### config.mk
export PLATFORM = sky130hd
export DESIGN_NAME = funct_generator_seq_flat
export DESIGN_NICKNAME = d
export VERILOG_FILES = /design/src/rtl/funct_generator_pkg.sv /design/src/rtl/funct_generator_seq_if.sv /design/src/rtl/funct_generator_phase_acc.sv /design/src/rtl/funct_generator_seq.sv /design/src/flat_wrapper.sv
export SDC_FILE = /design/constraint.sdc
export NUM_CORES = 1
export LEC_CHECK = 0
export ABC_CLOCK_PERIOD_IN_PS = 2100
export CELL_PAD_IN_SITES_DETAIL_PLACEMENT = 2
export CELL_PAD_IN_SITES_GLOBAL_PLACEMENT = 2
export CORE_MARGIN = 10
export CORE_UTILIZATION = 25
export CTS_CLUSTER_SIZE = 16
export DETAILED_ROUTE_END_ITERATION = 10
export GPL_TIMING_DRIVEN = 0
export PLACE_DENSITY_LB_ADDON = 0.1
export SLEW_MARGIN = 20
export SYNTH_ARGS = -nofsm -noshare
export SYNTH_HDL_FRONTEND = slang
export SYNTH_SLANG_ARGS = --single-unit
### constraint.sdc
create_clock -name clk -period 2.1 [get_ports clk]
set_input_delay 0.63 -clock clk [delete_from_list [all_inputs] [get_ports clk]]
set_output_delay 0.63 -clock clk [all_outputs]
set_load 0.1 [all_outputs]
### src/rtl/funct_generator_pkg.sv
// Shared types, default widths and the phase-to-address helper for the function-generator sequencer.
package funct_generator_pkg;

  typedef enum logic [1:0] {
    IDLE  = 2'd0,
    RUN   = 2'd1,
    DRAIN = 2'd2
  } fgen_state_t;

  localparam int DEF_DATA_WIDTH  = 32;
  localparam int DEF_ADDR_WIDTH  = 8;
  localparam int DEF_PHASE_WIDTH = 16;
  localparam int DEF_COUNT_WIDTH = 16;

  // LUT address is the top addr_w bits of the phase accumulator; caller truncates to addr_w.
  function automatic logic [63:0] fgen_acc_addr(input logic [63:0] acc, input int phase_w,
                                                input int addr_w);
    return acc >> (phase_w - addr_w);
  endfunction

endpackage

### src/rtl/funct_generator_seq_if.sv
// Control, LUT read and FIFO write signals of the sequencer.
// FUNCT_GEN_AMP_SCALE_EN adds the amp_shift_i amplitude-scaling input.
interface funct_generator_seq_if #(
  parameter int DATA_WIDTH  = funct_generator_pkg::DEF_DATA_WIDTH,
  parameter int ADDR_WIDTH  = funct_generator_pkg::DEF_ADDR_WIDTH,
  parameter int PHASE_WIDTH = funct_generator_pkg::DEF_PHASE_WIDTH,
  parameter int COUNT_WIDTH = funct_generator_pkg::DEF_COUNT_WIDTH
);
  logic                   start_i;
  logic                   stop_i;
  logic [PHASE_WIDTH-1:0] freq_word_i;
  logic [COUNT_WIDTH-1:0] num_samples_i;
  logic [ADDR_WIDTH-1:0]  read_addr_o;
  logic [DATA_WIDTH-1:0]  read_data_i;
  logic                   full_i;
  logic                   wr_en_o;
  logic [DATA_WIDTH-1:0]  wr_data_o;
  logic                   busy_o;
  logic                   done_o;

`ifdef FUNCT_GEN_AMP_SCALE_EN
  logic [4:0]             amp_shift_i;

  modport master (
    output start_i, stop_i, freq_word_i, num_samples_i, read_data_i, full_i, amp_shift_i,
    input  read_addr_o, wr_en_o, wr_data_o, busy_o, done_o
  );
  modport slave (
    input  start_i, stop_i, freq_word_i, num_samples_i, read_data_i, full_i, amp_shift_i,
    output read_addr_o, wr_en_o, wr_data_o, busy_o, done_o
  );
`else
  modport master (
    output start_i, stop_i, freq_word_i, num_samples_i, read_data_i, full_i,
    input  read_addr_o, wr_en_o, wr_data_o, busy_o, done_o
  );
  modport slave (
    input  start_i, stop_i, freq_word_i, num_samples_i, read_data_i, full_i,
    output read_addr_o, wr_en_o, wr_data_o, busy_o, done_o
  );
`endif

endinterface

### src/rtl/funct_generator_phase_acc.sv
// Phase accumulator with clear/advance controls; wraps silently modulo 2**PHASE_WIDTH.
module funct_generator_phase_acc
  import funct_generator_pkg::*;
#(
  parameter int PHASE_WIDTH = DEF_PHASE_WIDTH,
  parameter int ADDR_WIDTH  = DEF_ADDR_WIDTH
) (
  input  logic                   clk,
  input  logic                   rst,
  input  logic                   i_clear,
  input  logic                   i_advance,
  input  logic [PHASE_WIDTH-1:0] i_freq_word,
  output logic [ADDR_WIDTH-1:0]  o_addr
);

  logic [PHASE_WIDTH-1:0] r_acc;

  // Accumulator: cleared on burst start, stepped by the tuning word on each advance.
  always_ff @(posedge clk or posedge rst) begin
    if (rst) begin
      r_acc <= '0;
    end else if (i_clear) begin
      r_acc <= '0;
    end else if (i_advance) begin
      r_acc <= r_acc + i_freq_word;
    end
  end

  assign o_addr = ADDR_WIDTH'(fgen_acc_addr(64'(r_acc), PHASE_WIDTH, ADDR_WIDTH));

endmodule

### src/rtl/funct_generator_seq.sv
// Phase-accumulator sequencer: walks the LUT, replays the stalled address under FIFO backpressure.
// FUNCT_GEN_AMP_SCALE_EN enables arithmetic right-shift amplitude scaling of pushed samples.
module funct_generator_seq
  import funct_generator_pkg::*;
#(
  parameter int DATA_WIDTH  = DEF_DATA_WIDTH,
  parameter int ADDR_WIDTH  = DEF_ADDR_WIDTH,
  parameter int PHASE_WIDTH = DEF_PHASE_WIDTH,
  parameter int COUNT_WIDTH = DEF_COUNT_WIDTH
) (
  input logic                  clk,
  input logic                  rst,
  funct_generator_seq_if.slave bus
);

  fgen_state_t                   r_state;
  logic                          r_issued;
  logic                          r_done;
  logic [ADDR_WIDTH-1:0]         r_prev_addr;
  logic [COUNT_WIDTH-1:0]        r_issue_cnt;
  logic [COUNT_WIDTH-1:0]        r_num;

  logic [ADDR_WIDTH-1:0]         w_acc_addr;
  logic                          w_stall;
  logic                          w_push;
  logic                          w_advance;
  logic                          w_clear;
  logic                          w_last_issue;
  logic signed [DATA_WIDTH-1:0]  w_sample;

  assign w_stall      = r_issued & bus.full_i;
  assign w_push       = r_issued & ~bus.full_i;
  assign w_advance    = (r_state == RUN) & ~w_stall & ~bus.stop_i;
  assign w_clear      = (r_state == IDLE) & bus.start_i;
  assign w_last_issue = (r_num != '0) && (r_issue_cnt == r_num - COUNT_WIDTH'(1));

`ifdef FUNCT_GEN_AMP_SCALE_EN
  assign w_sample = $signed(bus.read_data_i) >>> bus.amp_shift_i;
`else
  assign w_sample = bus.read_data_i;
`endif

  funct_generator_phase_acc #(
    .PHASE_WIDTH (PHASE_WIDTH),
    .ADDR_WIDTH  (ADDR_WIDTH)
  ) u_phase_acc (
    .clk         (clk),
    .rst         (rst),
    .i_clear     (w_clear),
    .i_advance   (w_advance),
    .i_freq_word (bus.freq_word_i),
    .o_addr      (w_acc_addr)
  );

  // During a stall the LUT must re-read the pending sample so its data stays valid.
  assign bus.read_addr_o = (r_state == IDLE) ? '0 : (w_stall ? r_prev_addr : w_acc_addr);
  assign bus.wr_en_o     = w_push;
  assign bus.wr_data_o   = w_push ? w_sample : '0;
  assign bus.busy_o      = (r_state != IDLE);
  assign bus.done_o      = r_done;

  // Burst control FSM with issue tracking and the registered completion pulse.
  always_ff @(posedge clk or posedge rst) begin
    if (rst) begin
      r_state     <= IDLE;
      r_issued    <= 1'b0;
      r_done      <= 1'b0;
      r_prev_addr <= '0;
      r_issue_cnt <= '0;
      r_num       <= '0;
    end else begin
      r_done <= 1'b0;
      if (w_advance) begin
        r_prev_addr <= w_acc_addr;
        r_issued    <= 1'b1;
        r_issue_cnt <= r_issue_cnt + COUNT_WIDTH'(1);
      end else if (!w_stall) begin
        r_issued <= 1'b0;
      end
      case (r_state)
        IDLE: begin
          if (bus.start_i) begin
            r_state     <= RUN;
            r_issue_cnt <= '0;
            r_num       <= bus.num_samples_i;
          end
        end
        RUN: begin
          if (bus.stop_i || (w_advance && w_last_issue)) begin
            r_state <= DRAIN;
          end
        end
        DRAIN: begin
          if (!r_issued || w_push) begin
            r_state <= IDLE;
            r_done  <= 1'b1;
          end
        end
        default: r_state <= IDLE;
      endcase
    end
  end

endmodule

### src/flat_wrapper.sv
// flat-port wrapper written by rule: the top's interface ports become plain ports
module funct_generator_seq_flat import funct_generator_pkg::*;
#(
  parameter int DATA_WIDTH  = DEF_DATA_WIDTH,
  parameter int ADDR_WIDTH  = DEF_ADDR_WIDTH,
  parameter int PHASE_WIDTH = DEF_PHASE_WIDTH,
  parameter int COUNT_WIDTH = DEF_COUNT_WIDTH
)
  (clk, rst, bus_start_i, bus_stop_i, bus_freq_word_i, bus_num_samples_i, bus_read_data_i, bus_full_i, bus_read_addr_o, bus_wr_en_o, bus_wr_data_o, bus_busy_o, bus_done_o);
  funct_generator_seq_if #(.DATA_WIDTH(DATA_WIDTH), .ADDR_WIDTH(ADDR_WIDTH), .PHASE_WIDTH(PHASE_WIDTH), .COUNT_WIDTH(COUNT_WIDTH)) bus_i ();
  input logic clk;
  input logic rst;
  input wire logic [$bits(bus_i.start_i)-1:0] bus_start_i;
  input wire logic [$bits(bus_i.stop_i)-1:0] bus_stop_i;
  input wire logic [$bits(bus_i.freq_word_i)-1:0] bus_freq_word_i;
  input wire logic [$bits(bus_i.num_samples_i)-1:0] bus_num_samples_i;
  input wire logic [$bits(bus_i.read_data_i)-1:0] bus_read_data_i;
  input wire logic [$bits(bus_i.full_i)-1:0] bus_full_i;
  output wire logic [$bits(bus_i.read_addr_o)-1:0] bus_read_addr_o;
  output wire logic [$bits(bus_i.wr_en_o)-1:0] bus_wr_en_o;
  output wire logic [$bits(bus_i.wr_data_o)-1:0] bus_wr_data_o;
  output wire logic [$bits(bus_i.busy_o)-1:0] bus_busy_o;
  output wire logic [$bits(bus_i.done_o)-1:0] bus_done_o;
  assign bus_i.start_i = bus_start_i;
  assign bus_i.stop_i = bus_stop_i;
  assign bus_i.freq_word_i = bus_freq_word_i;
  assign bus_i.num_samples_i = bus_num_samples_i;
  assign bus_i.read_data_i = bus_read_data_i;
  assign bus_i.full_i = bus_full_i;
  assign bus_read_addr_o = bus_i.read_addr_o;
  assign bus_wr_en_o = bus_i.wr_en_o;
  assign bus_wr_data_o = bus_i.wr_data_o;
  assign bus_busy_o = bus_i.busy_o;
  assign bus_done_o = bus_i.done_o;
  funct_generator_seq #(.DATA_WIDTH(DATA_WIDTH), .ADDR_WIDTH(ADDR_WIDTH), .PHASE_WIDTH(PHASE_WIDTH), .COUNT_WIDTH(COUNT_WIDTH)) u_core (.clk(clk), .rst(rst), .bus(bus_i));
endmodule
==> impl_summary.txt <==
----------------------------------------------------
[Finish]
  Synthesis-to-layout area growth ... 89.50%
  Count of filler cells inserted in the layout ... about 1600
  Fraction of final layout cells with drive strength greater than 1 ... roughly two fifths
  Cell Count, Final, Fillers Out ... 904
  Net count reported at finish ... 771
  Total inserted antenna cells ... 0

[Placement]
  Port bufs ... 111
  Placement-stage worst setup slack ... -1.661 ns
  Weighted congestion at the end of routability-driven global placement ... about 0.81
  Cell Count Post-Placement ... roughly 800
  DP Wirelength ... roughly 13 mm

[Drt]
  Vias per Instance ... slightly below 5
  Routed WL ... 19.99 mm
  Antenna viol nets, final ... 0
  Drt first-iter violations ... about 150
  Average detailed-routed wire length per instance ... between 20 and 25 µm
  TritonRoute pass-1 iters ... 4
  Vias after detailed routing ... ~4400
  Post-route DRC ... 0

[Floorplanning]
  Die height ... between 100 and 150 µm
  Effective utilization at floorplan ... between 20% and 30%
  I/O pin cnt ... 112
  Horiz. Die Dim ... between 100 and 150 µm
  Number of rows in the core area ... 46
  Placeable core region ... approximately 16000 µm²
  DIE AREA ... 21750 µm²

[Pwr]
  Int Power ... 5.521 mW
  Comb pwr share ... about 65%
  Reg power frac ... between 20% and 30%
  Clock share of power ... 15.1%
  Switching power of the nets ... 4.989 mW
  Net switching fraction of the power ... between 40% and 50%
  LEAKAGE ... roughly 3.4 nW
  Power density normalized to cell area ... ~1400 nW/µm²
  IR drop worst, VDD ... around 0.65 mV

[Global routing]
  Global-route wire length before repair ... 30.77 mm
  Pin count of the biggest net entering global routing ... 26
  Initial antenna violation count ... 0
  Via count of the first global-routing pass ... about 5000
  Total congestion overflow after global routing ... 0
  GR Util All Layers ... roughly 18%

[Yosys]
  Cell taking the most area after synthesis ... dfrtp_1
  Total nets after synthesis ... 582
  Cell with the most instances after synthesis ... nand2_1
  Synthesized flop and latch total ... 60
  Post-synthesis sequential area ratio ... a little under two fifths
  Mean area per synthesized cell ... ~8 µm²
  Synth top area share ... 36.96%
  Largest cells by area after synthesis ... dfrtp_1 37%, nand2_1 9.5%, xor2_1 6.3%
  Synth warn ... 0
  Top cells by instance count after synthesis ... 103 x nand2_1, 60 x dfrtp_1, 41 x nor2_1
  Gate count after technology mapping ... ~500
  Top_reg_cell synth ... dfrtp_1
  Number of enable flip-flop cells after synthesis ... 0
  Share of async-settable or async-resettable flops after synthesis ... 100.0%
  Number of distinct library cell variants in the gate-level netlist after synthesis ... a little under 60
  Cell area after synthesis ... ~4100 µm²

[CTS]
  CTS Hold Buffers Added ... 0
  Clock buffer count from CTS ... 9
  Clock tree buffer depth ... 2
  Number of clock sinks ... 60
  Clock latency reported for the late side of the worst-skew pair ... roughly 0.34 ns
  Post-CTS clock slew at the launch and capture registers of the worst setup and hold paths ... 0.06 ns
  Root Buffer ... clkbuf_16
  Max H-tree Level ... 3
  TritonCTS clock tree ... built

[STA]
  Clock skew after layout ... roughly 0.0046 ns
  Setup violations, final ... 47
  Final Max Slew Viols ... 0
  Min cycle time layout ... between 2 and 3 ns
  Slew headroom ... a little over three fifths
  Setup repair after global routing missed its margin ... true
  Fmax ... 0.3723 GHz
  Final period utilization ... 127.9%
  Setup ws final ... -0.5861 ns
  Slew @ Worst Pin ... 0.5572 ns
  Final count of hold timing violations ... 0

[Setup path]
  Worst Setup End Kind ... flip-flop
  Worst setup path class ... flip-flop to flip-flop
  Critical path buffers and inverters ... 2
  Worst path arrival time ... around 3.0 ns
  Standard cell with the maximum stage delay on the critical path ... dfrtp_2
  Data required time at the worst endpoint ... ~2.4 ns
  Max incr delay on CP ... ~0.45 ns
  Maximum fanout along the worst path ... 6
  Kind of start point of the critical path ... flip-flop
  Critical path's top delay family ... simple AND/OR/NAND/NOR gates
  Cells traversed along the worst timing path ... inv_4, ha_4, or3b_4, buf_6, a311oi_4, nand3b_1, a311oi_2, a41oi_2, nor4_4, o31a_1

[Hold path]
  Worst hold path class ... flip-flop to flip-flop

[Run status]
  Failing checks ... negative setup slack
  Outcome ... finished, violations left

[Job]
  Number of maximum-capacitance violations ... 0

----------------------------------------------------
==> flip-flops by register name, indices dropped and copies added (netlist names) <==
signal,cells
u_core.r_issue_cnt,16
u_core.r_issued,1
u_core.r_prev_addr,8
u_core.r_num,16
u_core.bus.done_o,1
u_core.u_phase_acc.r_acc,16
u_core.r_state,2
==> layout by cell type, fill, tap and decap left out, types with 5 or more instances in the layout <==
cell | synthesis | routed
and2_4 | 0 | 33
o21ai_0 | 24 | 15
nand4_1 | 8 | 8
nand3_1 | 22 | 21
a21oi_1 | 22 | 11
buf_12 | 0 | 43
nand2_4 | 0 | 15
dfrtp_1 | 60 | 56
dlygate4sd2_1 | 0 | 8
nor2_1 | 41 | 33
xor2_1 | 29 | 29
clkbuf_1 | 20 | 6
clkbuf_2 | 0 | 6
nor2_2 | 1 | 5
ha_4 | 0 | 14
o21ai_1 | 0 | 5
buf_4 | 0 | 45
clkdlybuf4s50_1 | 0 | 53
xnor2_1 | 16 | 14
a21oi_4 | 0 | 9
nand2_1 | 103 | 85
clkbuf_16 | 0 | 11
buf_6 | 1 | 23
==> power groups by stage <==
stage	Combinational, mW	Clock, mW	Sequential [mW]
after floorplan	3.62	0	1.94
after global placement	4.67	0	2.02
after detailed placement	4.85	0	2.04
after CTS	6.17	1.62	2.09
after global routing	7.29	1.67	2.21
final	6.78	1.59	2.14
==> worst register-to-register path, delay by kind of cell (launching register included) <==
family | cells | cell delay, ns
AO/OA/AOI/OAI | 4 | 0.80
AND/OR/NAND/NOR | 3 | 1.00
flip-flops | 1 | 0.45
adder cells (fa/ha/maj) | 1 | 0.16
buffers and inverters | 2 | 0.22
==> final cells by class <==
cell class	instances	area, µm²	area share [%]
well taps	216	270.3	3.510
clock buffers	11	252.7	3.283
plain buffers	20	176.4	2.292
repair buffers	180	2145	27.86
inverters	9	43.79	0.5688
flip-flops and latches	60	1506	19.57
multi-input cells	403	3246	42.16
clock inverters	5	58.81	0.7639
==> timing repair <==
action | CTS | global route
setup buffers | 40 | 27
gates resized for setup | 491 | 75
gates cloned | 6 | 0
pin swaps | 62 | 46
endpoints found under the setup margin | 82 | 87
hold endpoints to repair | 0 | 0
==> metal layers <==
layer	vias up	GRT usage, %	share of wire (%)
met2	98	31.97	52
li1	2071	-	-
met1	2203	21.61	43
met4	0	2.973	0.82
met5	-	0	0
met3	11	4.518	3.8
==> metrics by stage <==
stage / instance area, µm² / setup TNS, ns / hold WS (ns) / power [mW] / util, %
floorplan: 4481 / -1.712 / 0.4730 / 5.559 / -
CTS: 7352 / -4.035 / 0.5348 / 9.886 / 46.28
finish: 7699 / -5.825 / 0.5376 / 10.51 / 48.46
global placement: 5862 / -94.41 / 0.5122 / 6.687 / 36.90
detailed placement: 5909 / -94.33 / 0.5167 / 6.889 / 37.20
global route: 7699 / -9.369 / 0.5823 / 11.17 / 48.46
==> cell families after synthesis <==
logic type | synth area share [%]
and+or+nand+nor | 30.89
AOI/OAI and AO/OA | 12.20
DFF | 36.96
xor gates and xnor gates | 9.701
buffers and inverters | 3.203
adders and majority gates | 6.036
muxes | 1.016
==> final timing paths <==
kind	startpoint	to	slack, ns	depth (start not counted)
max in group asynchronous	rst	u_core.r_num[6]$_DFFE_PP0P_	0.93	3
min in group asynchronous	rst	u_core.bus.done_o$_DFF_PP0_	0.67	2
setup / recovery	u_core.r_num[0]$_DFFE_PP0P_	u_core.r_state[1]$_DFFE_PP0P_	-0.59	10
hold / removal	u_core.r_num[15]$_DFFE_PP0P_	u_core.r_num[15]$_DFFE_PP0P_	0.54	2
hold reg to reg	u_core.r_num[15]$_DFFE_PP0P_	u_core.r_num[15]$_DFFE_PP0P_	0.54	2
setup reg to reg	u_core.r_num[0]$_DFFE_PP0P_	u_core.r_state[1]$_DFFE_PP0P_	-0.59	10
Note: power is estimated with default switching activity, not from simulation.
